==> src/rtl/pipeline_pkg.sv <==
`default_nettype none
// ============================================================================
// Module  : pipeline_pkg
// Brief   : Shared types and constants for the pipeline hazard/control unit.
// Rev     : 1.0  initial release
// ============================================================================
package pipeline_pkg;

    typedef enum logic [1:0] {
        FWD_RF  = 2'b00,
        FWD_WB  = 2'b01,
        FWD_MEM = 2'b10
    } fwd_sel_t;

    localparam logic [1:0] RESULTSRC_LOAD = 2'b01;

    typedef enum logic [0:0] {
        MC_IDLE = 1'b0,
        MC_BUSY = 1'b1
    } mc_state_t;

endpackage
`default_nettype wire

==> src/rtl/pipeline_hazard_ctrl_perf_counter.sv <==
`default_nettype none
// ============================================================================
// Module  : perf_counter
// Brief   : Saturating event counter with synchronous clear (clear wins).
// Rev     : 1.0  initial release
// ============================================================================
module perf_counter #(
    parameter int P_CNT_WIDTH = 32
) (
    input  logic                   i_clk,
    input  logic                   i_rst,
    input  logic                   i_clr,
    input  logic                   i_inc,
    output logic [P_CNT_WIDTH-1:0] o_cnt
);

    localparam logic [P_CNT_WIDTH-1:0] c_ONE = {{(P_CNT_WIDTH-1){1'b0}}, 1'b1};

    logic [P_CNT_WIDTH-1:0] cnt_q;
    logic [P_CNT_WIDTH-1:0] cnt_d;

    always_comb begin
        cnt_d = cnt_q;
        if (i_clr) begin
            cnt_d = '0;
        end else if (i_inc && (cnt_q != '1)) begin
            cnt_d = cnt_q + c_ONE;
        end
    end

    always_ff @(posedge i_clk or posedge i_rst) begin
        if (i_rst) begin
            cnt_q <= '0;
        end else begin
            cnt_q <= cnt_d;
        end
    end

    assign o_cnt = cnt_q;

endmodule
`default_nettype wire

==> src/rtl/pipeline_hazard_ctrl.sv <==
`default_nettype none
// ============================================================================
// Module  : pipeline_hazard_ctrl
// Brief   : Forwarding, load-use stall, branch flush, multi-cycle EX hold and
//           performance counters for the 5-stage RISC-V pipeline.
// Rev     : 2.0  adds multi-cycle execute FSM and perf counters
// ============================================================================
module pipeline_hazard_ctrl
    import pipeline_pkg::*;
#(
    parameter int P_REG_ADDR_WIDTH = 5,
    parameter int P_LAT_WIDTH      = 6,
    parameter int P_CNT_WIDTH      = 32
) (
    input  logic                        i_clk,
    input  logic                        i_rst,
    input  logic [P_REG_ADDR_WIDTH-1:0] i_rs1_addr_d,
    input  logic [P_REG_ADDR_WIDTH-1:0] i_rs2_addr_d,
    input  logic [P_REG_ADDR_WIDTH-1:0] i_rs1_addr_e,
    input  logic [P_REG_ADDR_WIDTH-1:0] i_rs2_addr_e,
    input  logic [P_REG_ADDR_WIDTH-1:0] i_rd_addr_e,
    input  logic                        i_regwrite_e,
    input  logic [1:0]                  i_resultsrc_e,
    input  logic [P_REG_ADDR_WIDTH-1:0] i_rd_addr_m,
    input  logic                        i_regwrite_m,
    input  logic [P_REG_ADDR_WIDTH-1:0] i_rd_addr_w,
    input  logic                        i_regwrite_w,
    input  logic                        i_pcsrc_e,
    input  logic                        i_mc_start_e,
    input  logic [P_LAT_WIDTH-1:0]      i_mc_lat_e,
    input  logic                        i_retire_w,
    input  logic                        i_cnt_clear,
    output logic                        o_stall_f,
    output logic                        o_stall_d,
    output logic                        o_stall_e,
    output logic                        o_flush_d,
    output logic                        o_flush_e,
    output logic                        o_flush_m,
    output logic [1:0]                  o_forward_a_e,
    output logic [1:0]                  o_forward_b_e,
    output logic                        o_mc_busy,
    output logic                        o_protocol_err,
    output logic [P_CNT_WIDTH-1:0]      o_cnt_cycles,
    output logic [P_CNT_WIDTH-1:0]      o_cnt_stalls,
    output logic [P_CNT_WIDTH-1:0]      o_cnt_flushes,
    output logic [P_CNT_WIDTH-1:0]      o_cnt_retired
);

    localparam logic [P_LAT_WIDTH-1:0] c_LAT_ONE = {{(P_LAT_WIDTH-1){1'b0}}, 1'b1};

    mc_state_t              state_q, state_d;
    logic [P_LAT_WIDTH-1:0] cnt_q, cnt_d;
    logic                   err_q, err_d;
    logic                   w_mc_hold;
    logic                   w_lduse;
    logic                   w_pc_accept;

    function automatic fwd_sel_t fwd_select(
        input logic [P_REG_ADDR_WIDTH-1:0] rs,
        input logic [P_REG_ADDR_WIDTH-1:0] rd_m,
        input logic                        we_m,
        input logic [P_REG_ADDR_WIDTH-1:0] rd_w,
        input logic                        we_w
    );
        fwd_sel_t sel;
        sel = FWD_RF;
        if (we_m && (rd_m != '0) && (rd_m == rs)) begin
            sel = FWD_MEM;
        end else if (we_w && (rd_w != '0) && (rd_w == rs)) begin
            sel = FWD_WB;
        end
        return sel;
    endfunction

    assign o_forward_a_e = fwd_select(i_rs1_addr_e, i_rd_addr_m, i_regwrite_m,
                                      i_rd_addr_w, i_regwrite_w);
    assign o_forward_b_e = fwd_select(i_rs2_addr_e, i_rd_addr_m, i_regwrite_m,
                                      i_rd_addr_w, i_regwrite_w);

    assign w_lduse = (i_resultsrc_e == RESULTSRC_LOAD) && i_regwrite_e &&
                     (i_rd_addr_e != '0) &&
                     ((i_rd_addr_e == i_rs1_addr_d) || (i_rd_addr_e == i_rs2_addr_d));

    // cnt holds the EX cycles still owed after the current one.
    always_comb begin
        state_d   = state_q;
        cnt_d     = cnt_q;
        err_d     = err_q;
        w_mc_hold = 1'b0;
        case (state_q)
            MC_IDLE: begin
                if (i_mc_start_e && (i_mc_lat_e > c_LAT_ONE)) begin
                    w_mc_hold = 1'b1;
                    cnt_d     = i_mc_lat_e - c_LAT_ONE;
                    state_d   = MC_BUSY;
                end
            end
            MC_BUSY: begin
                if (i_pcsrc_e || i_mc_start_e) begin
                    err_d = 1'b1;
                end
                if (cnt_q > c_LAT_ONE) begin
                    w_mc_hold = 1'b1;
                    cnt_d     = cnt_q - c_LAT_ONE;
                end else begin
                    cnt_d   = '0;
                    state_d = MC_IDLE;
                end
            end
            default: begin
                state_d = MC_IDLE;
                cnt_d   = '0;
            end
        endcase
    end

    always_ff @(posedge i_clk or posedge i_rst) begin
        if (i_rst) begin
            state_q <= MC_IDLE;
            cnt_q   <= '0;
            err_q   <= 1'b0;
        end else begin
            state_q <= state_d;
            cnt_q   <= cnt_d;
            err_q   <= err_d;
        end
    end

    // A redirect arriving while BUSY is illegal and dropped.
    assign w_pc_accept = i_pcsrc_e && (state_q == MC_IDLE);

    always_comb begin
        o_stall_f = w_mc_hold || (w_lduse && !w_pc_accept);
        o_stall_d = w_mc_hold || (w_lduse && !w_pc_accept);
        o_stall_e = w_mc_hold;
        o_flush_d = w_pc_accept;
        o_flush_e = !w_mc_hold && (w_pc_accept || w_lduse);
        o_flush_m = w_mc_hold;
    end

    assign o_mc_busy      = (state_q == MC_BUSY);
    assign o_protocol_err = err_q;

    perf_counter #(.P_CNT_WIDTH(P_CNT_WIDTH)) u_cnt_cycles (
        .i_clk(i_clk), .i_rst(i_rst), .i_clr(i_cnt_clear),
        .i_inc(1'b1), .o_cnt(o_cnt_cycles)
    );

    perf_counter #(.P_CNT_WIDTH(P_CNT_WIDTH)) u_cnt_stalls (
        .i_clk(i_clk), .i_rst(i_rst), .i_clr(i_cnt_clear),
        .i_inc(o_stall_f), .o_cnt(o_cnt_stalls)
    );

    perf_counter #(.P_CNT_WIDTH(P_CNT_WIDTH)) u_cnt_flushes (
        .i_clk(i_clk), .i_rst(i_rst), .i_clr(i_cnt_clear),
        .i_inc(w_pc_accept), .o_cnt(o_cnt_flushes)
    );

    perf_counter #(.P_CNT_WIDTH(P_CNT_WIDTH)) u_cnt_retired (
        .i_clk(i_clk), .i_rst(i_rst), .i_clr(i_cnt_clear),
        .i_inc(i_retire_w), .o_cnt(o_cnt_retired)
    );

endmodule
`default_nettype wire

==> config.mk <==
export PLATFORM = sky130hd
export DESIGN_NAME = pipeline_hazard_ctrl
export DESIGN_NICKNAME = d
export VERILOG_FILES = /design/src/rtl/pipeline_pkg.sv /design/src/rtl/pipeline_hazard_ctrl_perf_counter.sv /design/src/rtl/pipeline_hazard_ctrl.sv
export SDC_FILE = /design/constraint.sdc
export NUM_CORES = 1
export LEC_CHECK = 0
export CAP_MARGIN = 15
export CORE_MARGIN = 5
export CORE_UTILIZATION = 35
export DETAILED_ROUTE_END_ITERATION = 16
export GPL_ROUTABILITY_DRIVEN = 0
export SLEW_MARGIN = 15
export SYNTH_ARGS = -nofsm -noshare
export SYNTH_HDL_FRONTEND = slang
export SYNTH_SLANG_ARGS = --single-unit
==> constraint.sdc <==
create_clock -name i_clk -period 13.63 [get_ports i_clk]
set_clock_uncertainty 0.15 [all_clocks]
set_input_delay 2.0445 -clock i_clk [delete_from_list [all_inputs] [get_ports i_clk]]
set_output_delay 2.0445 -clock i_clk [all_outputs]
set_load 0.005 [all_outputs]
# Word-level counts from Yosys, hierarchy flattened

Cells that the tools add are included.

Add/subtract/negate cells: 6
Bitwise gates (word level): 1
Equality and inequality tests: 12
Magnitude comparators: 2
Muxes and demuxes: 18
Reductions and logical operators: 30

Operator list:

| kind                  | number |
|---|---|
| $mux 32               | 8 |
| $add 32x1->32 const B | 4 |
| $ne 32x32->1 const B  | 4 |
| $eq 5x5->1            | 6 |
| $logic_and 1x1->1     | 16 |
| $reduce_bool 5->1     | 3 |
| $gt 6x1->1 const B    | 2 |
| $mux 6                | 2 |
| $pmux 6 s2            | 1 |
| $sub 6x1->6 const B   | 2 |
| $reduce_bool 2->1     | 4 |
| $logic_or 1x1->1      | 4 |
| $mux 1                | 4 |
| $mux 2                | 2 |
| $eq 2x1->1 const B    | 1 |
| $logic_not 1->1       | 2 |
| $ne 2x2->1 const B    | 1 |
| $pmux 1 s2            | 1 |
| $reduce_and 2->1      | 1 |
| $not 1->1             | 1 |

Bits of input ports: 52
Bits in registers: 136
Output and inout bits: 140
Word-level logic and storage cells: 76

# Depth between registers and ports, before layout

Gate-level depths: netlist of run 1.

Word-level depth: 9
Depth in mapped cells: 9
Gate-level depth less buffers: 9

# By module

From an unflattened synthesis of run 1, not the netlist that was laid out.

Cell total of the unflattened synthesis: 873
Area, all modules: 8,000.2 um2

Modules (own cells, without submodules):

| module               | instances | area each (um2) | sequential area each (um2) | cells an instance |
|---|---|---|---|---|
| perf_counter         | 4         | 1,740.4         | 800.8                      | 186 |
| pipeline_hazard_ctrl | 1         | 1,038.5         | 200.2                      | 129 |

# Worst setup path after synthesis of run 1

Ideal clock, no wire load.

Kind: input to output
Start point: in i_mc_lat_e[2]
End point: out o_stall_f
Buffers on the path: 1
Data required time: 11.436 ns
Stages: 6
Slack: 8.032 ns
Data arrival time: 3.403 ns
Cell sequence: or3_1 -> o31ai_2 -> o21ai_2 -> a21oi_4 -> inv_2 -> buf_4

Word-level cells in the longest chain between the ends: 5

RTL lines:

| item              | line                       | RTL |
|---|---|---|
| from (decl)       | pipeline_hazard_ctrl.sv:30 | `input logic [P_LAT_WIDTH-1:0] i_mc_lat_e,` |
| $gt 6x1->1        | pipeline_hazard_ctrl.sv:92 | `if (i_mc_start_e && (i_mc_lat_e > c_LAT_ONE)) begin` |
| $logic_and 1x1->1 | pipeline_hazard_ctrl.sv:92 |  |
| $mux 1            | pipeline_hazard_ctrl.sv:92 |  |
| $pmux 1 s2        | pipeline_hazard_ctrl.sv:90 | `case (state_q)` |
| via o_flush_m     | pipeline_hazard_ctrl.sv:38 | `output logic o_flush_m,` |
| $logic_or 1x1->1  | --                         |  |
| to (decl)         | pipeline_hazard_ctrl.sv:33 | `output logic o_stall_f,` |

The timed path passes the listed nets, and every way through them passes these cells.

# Final worst setup path of run 1

Start point: in i_mc_lat_e[2]
End point: out o_stall_d

Word-level cells in the longest chain between the ends: 5

RTL lines:

| item              | line                        | RTL |
|---|---|---|
| $gt 6x1->1        | pipeline_hazard_ctrl.sv:92  |  |
| $logic_and 1x1->1 | pipeline_hazard_ctrl.sv:92  |  |
| $mux 1            | pipeline_hazard_ctrl.sv:92  |  |
| $pmux 1 s2        | pipeline_hazard_ctrl.sv:90  |  |
| $logic_or 1x1->1  | pipeline_hazard_ctrl.sv:134 | `o_stall_d = w_mc_hold \|\| (w_lduse && !w_pc_accept);` |
| to (decl)         | pipeline_hazard_ctrl.sv:34  | `output logic o_stall_d,` |

No other way between the ends.

==> results.md, run 1 <==
- Status: complete, no violations
- Row cnt: 54
- Commonest cells after routing, fill and taps aside: clkdlybuf4s50_1, nor2_1, dfrtp_1, xnor2_1, xor2_1
- Max clock buf depth: 2
- Synth warn: 0
- Nets: ~1100
- Tmin final: approximately 6.9 ns
- Cts hold-fix bufs: 0
- Post-cts resize count: 0
- Overall routed net length: ~21000 um
- DRC: 0
- Switching Share: 28.20%
- Slowest-stage cell, CP: clkdlybuf4s50_1
- CP dominant cell by count: clkdlybuf4s50_1
- Hold path cells: 1
- Slew HR: between 40% and 50%
- Vias in the first global route: between 6000 and 7000
- Final setup TNS: 0 ns
- Psw: 0.3122 mW
- Worst Slack Setup Final: ~6.7 ns
- FILL cells: 2102
- Starting Density: 35.54%
- Clock transition at path regs: ~0.060 ns
- CP Capture Type: output port
- Leakage: approximately 4.0 nW
- Port buffer count: roughly 190
- Hold Path Class: flop to flop
- Number of setup buffers added after CTS: 0
- Post-synth EDFFs: 0
- Critical Path RT: about 11 ns
- Buf+Inv Stages, Crit Path: 4
- Pwr/cell area: between 100 and 150 nW/um^2
- Post-Synthesis Cells: 845
- Main flop type after synthesis: dfrtp_1
- Fmax: 144.6 MHz
- I/O pin count: 192
- Total CTS buffers: 17
- Sequential Power Share: 39.7%
- Post-Syn Nets: 905
- Post-synth cell types: slightly below 60
- Avg WL per Cell: ~16 um
- Reg2reg path depth: 8
- CP top delay family: buffers and inverters
- Final hold viol count: 0
- Synth Register Bits: ~140
- Final Max Slew Viols: 0
- RSZ-0062 raised after global routing: no
- Stages on the worst setup path: 8
- CTS tree: done
- Die height: 158.9 um
- Max Cap Violations: 0
- Clock share of power: between 40% and 50%
- Antenna cell count: 0
- Htree depth: 4
- Total Routing Usage GR: 16.17%
- Fin crit share: around half
- Syn_area_per_cell: 9.179 um^2
- Synth async-reset ratio: 100.0%
- Worst-Margin Slew: around 0.86 ns
- Area of the multi-input gates: just over 4000 um^2
- Max stage delay on crit path: approximately 0.48 ns
- Final ANT Viol Nets: 0
- Startpoint types: primary input
- Root Driver: clkbuf_16
- Most common cell after layout, fill and taps aside: clkdlybuf4s50_1
- Pre-antenna DRT Iters: 4
- Area growth syn-to-layout: 35.51%
- Final setup vio count: 0
- Max VDD drop: 0.07131 mV
- Cell Chain, Critical Path: clkdlybuf4s50_1 > or3_1 > o31ai_2 > o21ai_2 > a21oi_4 > buf_4 > inv_2 > clkdlybuf4s50_1
- Pre-CTS setup slack: 6.703 ns
- Critical path type: primary input to output port
- Clock net sink count: roughly 140
- P_int: 0.7948 mW
- Post-synthesis sequential area ratio: about 44%
- WP data arrival: between 4 and 5 ns
- Vias post-DR: roughly 7000
- Chip Width: roughly 160 um
- Layout cell share with drive strength beyond 1: between 6 and 7%
- Combinational share of power: between 10% and 20%
- CORE AREA: approximately 22000 um^2
- Detailed Route Iter0 Violations: ~280
- Grt ovf: 0
- Largest net degree at the start of global routing: 74
- Die area: around 25000 um^2
- CP max FO: 46
- Vias per cell: 5.163
- Initial antenna violation count: 0
- Post-DP HPWL: approximately 15000 um
- Latest clock arrival within the worst-skew pair: a little over 0.4 ns
- First-pass GRT wire length: ~35000 um
- Synth Cell Area: 7756 um^2
- Register area: around 3400 um^2
-- state kept, by name (all words and copies together), names as in the netlist --
| name | cells |
|---|---|
| u_cnt_retired.o_cnt | 32 |
| o_mc_busy | 1 |
| u_cnt_stalls.o_cnt | 32 |
| cnt_q | 6 |
| u_cnt_cycles.o_cnt | 32 |
| o_protocol_err | 1 |
| u_cnt_flushes.o_cnt | 32 |
-- power groups by stage --
stage	Combinational [mW]	Sequential (mW)	Clock [mW]
floorplan	0.129	0.440	0
global placement	0.197	0.448	0
detailed placement	0.199	0.447	0
CTS	0.199	0.440	0.483
global route	0.218	0.443	0.501
finish	0.197	0.440	0.470
-- synth_stat cells, types with 3 or more instances --
library cell / n / area, um^2
nor2_1: 139 / 521.8
dfrtp_1: 136 / 3403
xnor2_1: 66 / 578.1
xor2_1: 53 / 464.2
nand2_1: 52 / 195.2
nand3_1: 46 / 230.2
nand4_1: 39 / 244.0
a21oi_1: 33 / 165.2
o21ai_0: 28 / 140.1
nor3_1: 26 / 130.1
or3_1: 26 / 162.7
inv_1: 20 / 75.07
clkbuf_1: 17 / 63.81
and3_1: 14 / 87.58
nor2b_1: 14 / 87.58
or4_1: 14 / 105.1
and4_1: 13 / 113.9
nor4_1: 13 / 81.33
mux2_2: 11 / 123.9
ha_1: 8 / 100.1
and2_1: 6 / 37.54
nor3b_1: 5 / 37.54
o31ai_1: 5 / 37.54
nand2b_1: 4 / 25.02
a31oi_1: 3 / 18.77
buf_2: 3 / 15.01
clkbuf_2: 3 / 15.01
mux2i_1: 3 / 30.03
nor4b_1: 3 / 26.28
o221ai_1: 3 / 26.28
or2_2: 3 / 18.77
-- final timing paths --
path / end / from / slack (ns)
setup / recovery: o_stall_d / i_mc_lat_e[2] / 6.71
hold / removal: o_protocol_err$_DFFE_PP0P_ / o_protocol_err$_DFFE_PP0P_ / 0.32
setup reg to reg: u_cnt_stalls.o_cnt[2]$_DFFE_PP0P_ / cnt_q[3]$_DFFE_PP0P_ / 10.73
hold reg to reg: o_protocol_err$_DFFE_PP0P_ / o_protocol_err$_DFFE_PP0P_ / 0.32
max in group asynchronous: u_cnt_flushes.o_cnt[8]$_DFFE_PP0P_ / i_rst / 9.99
min in group asynchronous: u_cnt_cycles.o_cnt[19]$_DFFE_PP0P_ / i_rst / 1.98
-- per-stage QoR --
step / cell area [um^2] / cells / power (mW) / hold WS, ns / utilization (%)
after detailed placement: 9910 / 1292 / 0.6459 / 0.3066 / 45.41
after floorplan: 7756 / 845 / 0.5689 / 0.3090 / -
after global routing: 10510 / 1323 / 1.163 / 0.3632 / 48.16
after CTS: 10510 / 1323 / 1.123 / 0.3248 / 48.16
final: 10510 / 1323 / 1.107 / 0.3229 / 48.16
after global placement: 9910 / 1292 / 0.6444 / 0.3048 / 45.41
-- final cells by class --
| class | instances | share of cell area (%) |
|---|---|---|
| flip-flops and latches | 136 | 32.38 |
| repair buffers | 194 | 18.38 |
| multi-input cells | 661 | 39.39 |
| inverters | 21 | 0.7976 |
| clock buffers | 17 | 4.048 |
| clock inverters | 14 | 1.667 |
| well taps | 280 | 3.333 |
-- cells by family (layout without fill, tap and decap cells) --
| logic type | Yosys count | in the layout | share of synthesized area, % |
|---|---|---|---|
| simple gates | 426 | 426 | 28.59 |
| buf+inv | 48 | 246 | 2.742 |
| flops | 136 | 136 | 43.88 |
| compound gates | 92 | 92 | 7.695 |
| fa+ha+maj | 8 | 8 | 1.291 |
| mux | 16 | 16 | 2.371 |
| xor+xnor | 119 | 119 | 13.44 |
-- per-layer routing --
| layer | up-vias | wire length (um) | global-route usage (%) |
|---|---|---|---|
| li1 | 3357 | - | - |
| met1 | 3288 | 9442 | 21.25 |
| met2 | 170 | 9725 | 26.19 |
| met3 | 15 | 1295 | 4.873 |
| met4 | 0 | 173 | 4.149 |
| met5 | - | 0 | 0 |
(Power assumes the default switching activity.)
==> run 2, diff against run 1 <==
Clock period 13.63 ns to 5.6 ns, I/O delays scaled along.
==> results.md, run 2 (synthesis results as in run 1) <==
- Vias per cell: 5.128 (was 5.163)
- Largest net degree at the start of global routing: 82 (was 74)
- Status: complete, no violations (unchanged)
- Htree depth: 4 (unchanged)
- Placed cell area: 9917 um^2 (was 9910 um^2)
- Reg-to-Reg Start: cnt_q[3]$_DFFE_PP0P_ (unchanged)
- Antenna cell count: 0 (unchanged)
- Max Cap Violations: 0 (unchanged)
- Most common cell after layout, fill and taps aside: clkdlybuf4s50_1 (unchanged)
- Nets: 1092 (was 1091)
- Root Driver: clkbuf_16 (unchanged)
- Die area: 25240 um^2 (unchanged)
- Area growth syn-to-layout: 35.55% (was 35.51%)
- Starting Density: 35.54% (unchanged)
- Critical Path RT: 4.61 ns (was 11.44 ns)
- Max clock buf depth: 2 (unchanged)
- Placed insts: 1293 (was 1292)
- DRC: 0 (unchanged)
- Commonest cells after routing, fill and taps aside: clkdlybuf4s50_1, nor2_1, dfrtp_1, xnor2_1, xor2_1 (unchanged)
- Fin crit share: 72.87%
- Initial antenna violation count: 0 (unchanged)
- Stages on the worst setup path: 7 (was 8)
- Final core occ: 48.18% (was 48.16%)
- Chip Width: 158.9 um (unchanged)
- CORE AREA: 21820 um^2 (unchanged)
- Clock transition at path regs: 0.06 ns (about the same)
- CTS tree: done (unchanged)
- Final Max Slew Viols: 0 (unchanged)
- Post-cts resize count: 0 (unchanged)
- I/O pin count: 192 (unchanged)
- Startpoint types: primary input (unchanged)
- Max VDD drop: 0.1780 mV (was 0.07131 mV)
- Final ANT Viol Nets: 0 (unchanged)
- Slowest-stage cell, CP: clkdlybuf4s50_1 (unchanged)
- Pre-antenna DRT Iters: 4 (unchanged)
- Slew HR: 40.13% (was 42.82%)
- Avg WL per Cell: 15.36 um (was 15.60 um)
- Final setup vio count: 0 (unchanged)
- CP Launch Point: i_mc_lat_e[2] (unchanged)
- Reg-to-reg slack, setup: 2.78 ns (was 10.73 ns)
- Cts hold-fix bufs: 0 (unchanged)
- Latest clock arrival within the worst-skew pair: 0.42 ns (was 0.41 ns)
- Critical path type: primary input to output port (unchanged)
- Port buffer count: 191 (unchanged)
- CP Capture Type: output port (unchanged)
- Die height: 158.9 um (unchanged)
- Vias post-DR: 6795 (was 6830)
- Total Routing Usage GR: 15.96% (was 16.17%)
- Pwr/cell area: 255.9 nW/um^2 (was 105.3 nW/um^2)
- Cell Chain, Critical Path: clkdlybuf4s50_1 > or3_1 > o31ai_2 > o21ai_2 > a21oi_4 > inv_2 > clkdlybuf4s50_1 (was clkdlybuf4s50_1 > or3_1 > o31ai_2 > o21ai_2 > a21oi_4 > buf_4 > inv_2 > clkdlybuf4s50_1)
- CP endpoint: o_stall_d (unchanged)
- Layout cell share with drive strength beyond 1: 6.794% (was 6.616%)
- Total power: 2.691 mW (was 1.107 mW)
- Reg-to-Reg End: u_cnt_stalls.o_cnt[24]$_DFFE_PP0P_ (was u_cnt_stalls.o_cnt[2]$_DFFE_PP0P_)
- CP max FO: 8 (was 46)
- Buf+Inv Stages, Crit Path: 3 (was 4)
- Number of setup buffers added after CTS: 0 (unchanged)
- Finished Cell Area: 10510 um^2 (about the same)
- Reg2reg path depth: 7 (was 8)
- Total CTS buffers: 17 (unchanged)
- Max stage delay on crit path: 0.47 ns (was 0.48 ns)
- Vias in the first global route: 6563 (was 6740)
- WP data arrival: 3.09 ns (was 4.72 ns)
- CP top delay family: buffers and inverters (unchanged)
- Grt ovf: 0 (unchanged)
- Detailed Route Iter0 Violations: 308 (was 276)
- Final setup TNS: 0 ns (unchanged)
- Non-Filler Instances: 1325 (was 1323)
- Tmin final: between 4 and 5 ns
- Row cnt: 54 (unchanged)
- Fmax: 245.1 MHz
- Overall routed net length: 20360 um (was 20640 um)
- Clock net sink count: 136 (unchanged)
- First-pass GRT wire length: 34280 um (was 34770 um)
- Final hold viol count: 0 (unchanged)
- CP dominant cell by count: clkdlybuf4s50_1 (unchanged)
- Hold Path Class: flop to flop (unchanged)
- Post-DP HPWL: 14500 um (was 14630 um)
- Worst-Margin Slew: 0.8899 ns (was 0.8578 ns)
- Leakage: 4.003 nW (was 4.002 nW)
- RSZ-0062 raised after global routing: no (unchanged)
run 2: where the power goes:
group          leakage (nW)  switching, mW  internal, mW
combinational          1.84          0.271         0.212
clock                 0.282          0.452         0.683
sequential             1.88         0.0509          1.02
total                  4.00          0.774          1.92
run 2: metrics by stage:
step                setup WS [ns]  hold slack (ns)
floorplan                  0.9705           0.3090
global placement            1.504           0.3111
detailed placement          1.482           0.3156
CTS                         1.475           0.3384
global route                1.378           0.3720
finish                      1.519           0.3319
run 2: final cells by class:
cell class	count	area, um^2
clock buffer	19	452.9
fill	2060	11310
inverter	21	83.83
multi-input combinational	661	4140
timing repair buffer	195	1939
tap	280	350.3
sequential	136	3403
clock inverter	13	143.9
run 2: worst min-delay path by stage:
| stage | from | to | slack, ns | cells past startpoint |
|---|---|---|---|---|
| floorplan | o_protocol_err$_DFFE_PP0P_ | o_protocol_err$_DFFE_PP0P_ | 0.31 | 1 |
| global placement | o_protocol_err$_DFFE_PP0P_ | o_protocol_err$_DFFE_PP0P_ | 0.31 | 1 |
| detailed placement | o_protocol_err$_DFFE_PP0P_ | o_protocol_err$_DFFE_PP0P_ | 0.32 | 1 |
| CTS | o_protocol_err$_DFFE_PP0P_ | o_protocol_err$_DFFE_PP0P_ | 0.34 | 1 |
| global route | o_protocol_err$_DFFE_PP0P_ | o_protocol_err$_DFFE_PP0P_ | 0.37 | 1 |
| finish | o_protocol_err$_DFFE_PP0P_ | o_protocol_err$_DFFE_PP0P_ | 0.33 | 1 |
run 2: metal layers:
| metal | part of all wire (%) | track usage, % | up-vias |
|---|---|---|---|
| met5 | 0 | 0 | - |
| met4 | 0.89 | 3.955 | 0 |
| met3 | 6.0 | 4.795 | 17 |
| met2 | 46 | 25.10 | 158 |
| met1 | 47 | 21.66 | 3250 |
| li1 | - | - | 3370 |
==> run 3, diff against run 2 <==
Clock period 5.6 ns to 3.34 ns, I/O delays scaled along.
==> results.md, run 3 (synthesis results as in run 1) <==
- DRC: 0 (unchanged)
- Reg-to-reg slack, setup: 0.60 ns (was 2.78 ns)
- CORE AREA: 21820 um^2 (unchanged)
- CP max FO: 2 (was 8)
- Max VDD drop: 0.2719 mV (was 0.1780 mV)
- Psw: 1.335 mW (was 0.7744 mW)
- Slew HR: 52.18% (was 40.13%)
- Max clock buf depth: 2 (unchanged)
- Total Routing Usage GR: 16.09% (was 15.96%)
- CTS tree: done (unchanged)
- Clock transition at path regs: 0.07 ns (was 0.06 ns)
- Reg2reg path depth: 7 (unchanged)
- Vias in the first global route: 6766 (was 6563)
- Startpoint types: primary input (unchanged)
- Final hold viol count: 0 (unchanged)
- Post-DP HPWL: 14880 um (was 14500 um)
- Layout cell share with drive strength beyond 1: 8.388% (was 6.794%)
- Detailed Route Iter0 Violations: 406 (was 308)
- Grt ovf: 0 (unchanged)
- Leakage: 4.124 nW (was 4.003 nW)
- Reg-to-Reg End: u_cnt_stalls.o_cnt[24]$_DFFE_PP0P_ (unchanged)
- Clock share of power: 42.5% (was 42.2%)
- Fmax: roughly 310 MHz
- Combinational share of power: 18.8% (was 18.0%)
- Clock net sink count: 136 (unchanged)
- Die height: 158.9 um (unchanged)
- Status: complete, no violations (unchanged)
- Finished Cell Area: 10700 um^2 (was 10510 um^2)
- Fin crit share: between 90% and 100%
- Antenna cell count: 0 (unchanged)
- Chip Width: 158.9 um (unchanged)
- Commonest cells after routing, fill and taps aside: clkdlybuf4s50_1, nor2_1, dfrtp_1, xnor2_1, xor2_1 (unchanged)
- Worst Slack Setup Final: 0.1090 ns (was 1.519 ns)
- Total CTS buffers: 17 (unchanged)
- Placed cell area: 10070 um^2 (was 9917 um^2)
- Htree depth: 4 (unchanged)
- P_int: 3.305 mW (was 1.917 mW)
- Cell Chain, Critical Path: clkdlybuf4s50_1 > or4_1 > o21ai_1 > nor4_1 > nor4_1 > clkdlybuf4s50_1 (was clkdlybuf4s50_1 > or3_1 > o31ai_2 > o21ai_2 > a21oi_4 > inv_2 > clkdlybuf4s50_1)
- Starting Density: 35.54% (unchanged)
- Sequential Power Share: 38.7% (was 39.8%)
- Initial antenna violation count: 0 (unchanged)
- Max stage delay on crit path: 0.55 ns (was 0.47 ns)
- Switching Share: 28.77% (was 28.78%)
- Max Cap Violations: 0 (unchanged)
- Avg WL per Cell: 15.31 um (was 15.36 um)
- Pre-antenna DRT Iters: 4 (unchanged)
- Critical path type: primary input to output port (unchanged)
- Tmin final: 3.231 ns
- Largest net degree at the start of global routing: 63 (was 82)
- Root Driver: clkbuf_16 (unchanged)
- RSZ-0062 raised after global routing: no (unchanged)
- Final setup vio count: 0 (unchanged)
- Critical Path RT: 2.69 ns (was 4.61 ns)
- Final ANT Viol Nets: 0 (unchanged)
- First-pass GRT wire length: 34460 um (was 34280 um)
- Nets: 1108 (was 1092)
- I/O pin count: 192 (unchanged)
- Pre-CTS setup slack: 0.04077 ns (was 1.482 ns)
- Pwr/cell area: 433.7 nW/um^2 (was 255.9 nW/um^2)
- Vias post-DR: 6829 (was 6795)
- CP Launch Point: i_rd_addr_m[2] (was i_mc_lat_e[2])
- Port buffer count: 191 (unchanged)
- Area growth syn-to-layout: 37.93% (was 35.55%)
- Vias per cell: 5.092 (was 5.128)
- Worst-Margin Slew: 0.7140 ns (was 0.8899 ns)
- CP Capture Type: output port (unchanged)
- Row cnt: 54 (unchanged)
- Slowest-stage cell, CP: clkdlybuf4s50_1 (unchanged)
- Hold Path Class: primary input to asynchronous set/reset pin (was flop to flop)
- Latest clock arrival within the worst-skew pair: 0.42 ns (about the same)
- Most common cell after layout, fill and taps aside: clkdlybuf4s50_1 (unchanged)
- Total power: 4.640 mW (was 2.691 mW)
- Final Max Slew Viols: 0 (unchanged)
- WP data arrival: 2.58 ns (was 3.09 ns)
- Die area: 25240 um^2 (unchanged)
- Reg-to-Reg Start: cnt_q[3]$_DFFE_PP0P_ (unchanged)
- Overall routed net length: 20530 um (was 20360 um)
- Final setup TNS: 0 ns (unchanged)
-- run 3: area by class of cell --
type	count	area (um^2)
clock inverter	15	187.7
sequential	136	3403
tap	280	350.3
multi-input combinational	661	4149
timing repair buffer	211	2100
inverter	21	82.58
fill	2077	11130
clock buffer	17	425.4
-- run 3: worst max path at each step --
stage,endpoint,cells past startpoint
2_1_floorplan,o_stall_f,6
3_3_place_gp,o_stall_f,7
3_5_place_dp,o_forward_b_e[0],6
4_1_cts,o_forward_b_e[0],6
5_1_grt,o_stall_d,9
6_report,o_forward_b_e[0],6
-- run 3: repair_timing --
action,in CTS,in global routing
gates resized for setup,0,4
setup buffers,0,1
hold buffers,0,0
setup endpoints to repair,0,5
-- run 3: stage by stage --
stage,hold WS (ns),utilization [%],cells
finish,0.2465,49.02,1341
floorplan,0.3090,-,845
global placement,0.3123,46.12,1308
global route,0.2651,49.02,1341
detailed placement,0.3072,46.12,1308
CTS,0.2339,48.93,1340
-- run 3: power groups by stage --
stage	Sequential [mW]	Clock, mW	Combinational, mW
2_1_floorplan	1.80	0	0.526
3_3_place_gp	1.82	0	0.860
3_5_place_dp	1.83	0	0.865
4_1_cts	1.80	2.03	0.868
5_1_grt	1.81	2.11	0.960
6_report	1.80	1.97	0.873
-- run 3: metal layers --
metal	GRT usage, %	vias up	wire, um
met3	5.132	20	1303
met1	21.31	3260	9452
met5	0	-	0
li1	-	3389	-
met4	4.149	0	294
met2	25.63	160	9482
-- run 3: critical path, delay by kind of cell --
family | cells | cell delay (ns)
buffers and inverters | 2 | 0.98
AND/OR/NAND/NOR | 3 | 0.90
AO/OA/AOI/OAI | 1 | 0.18
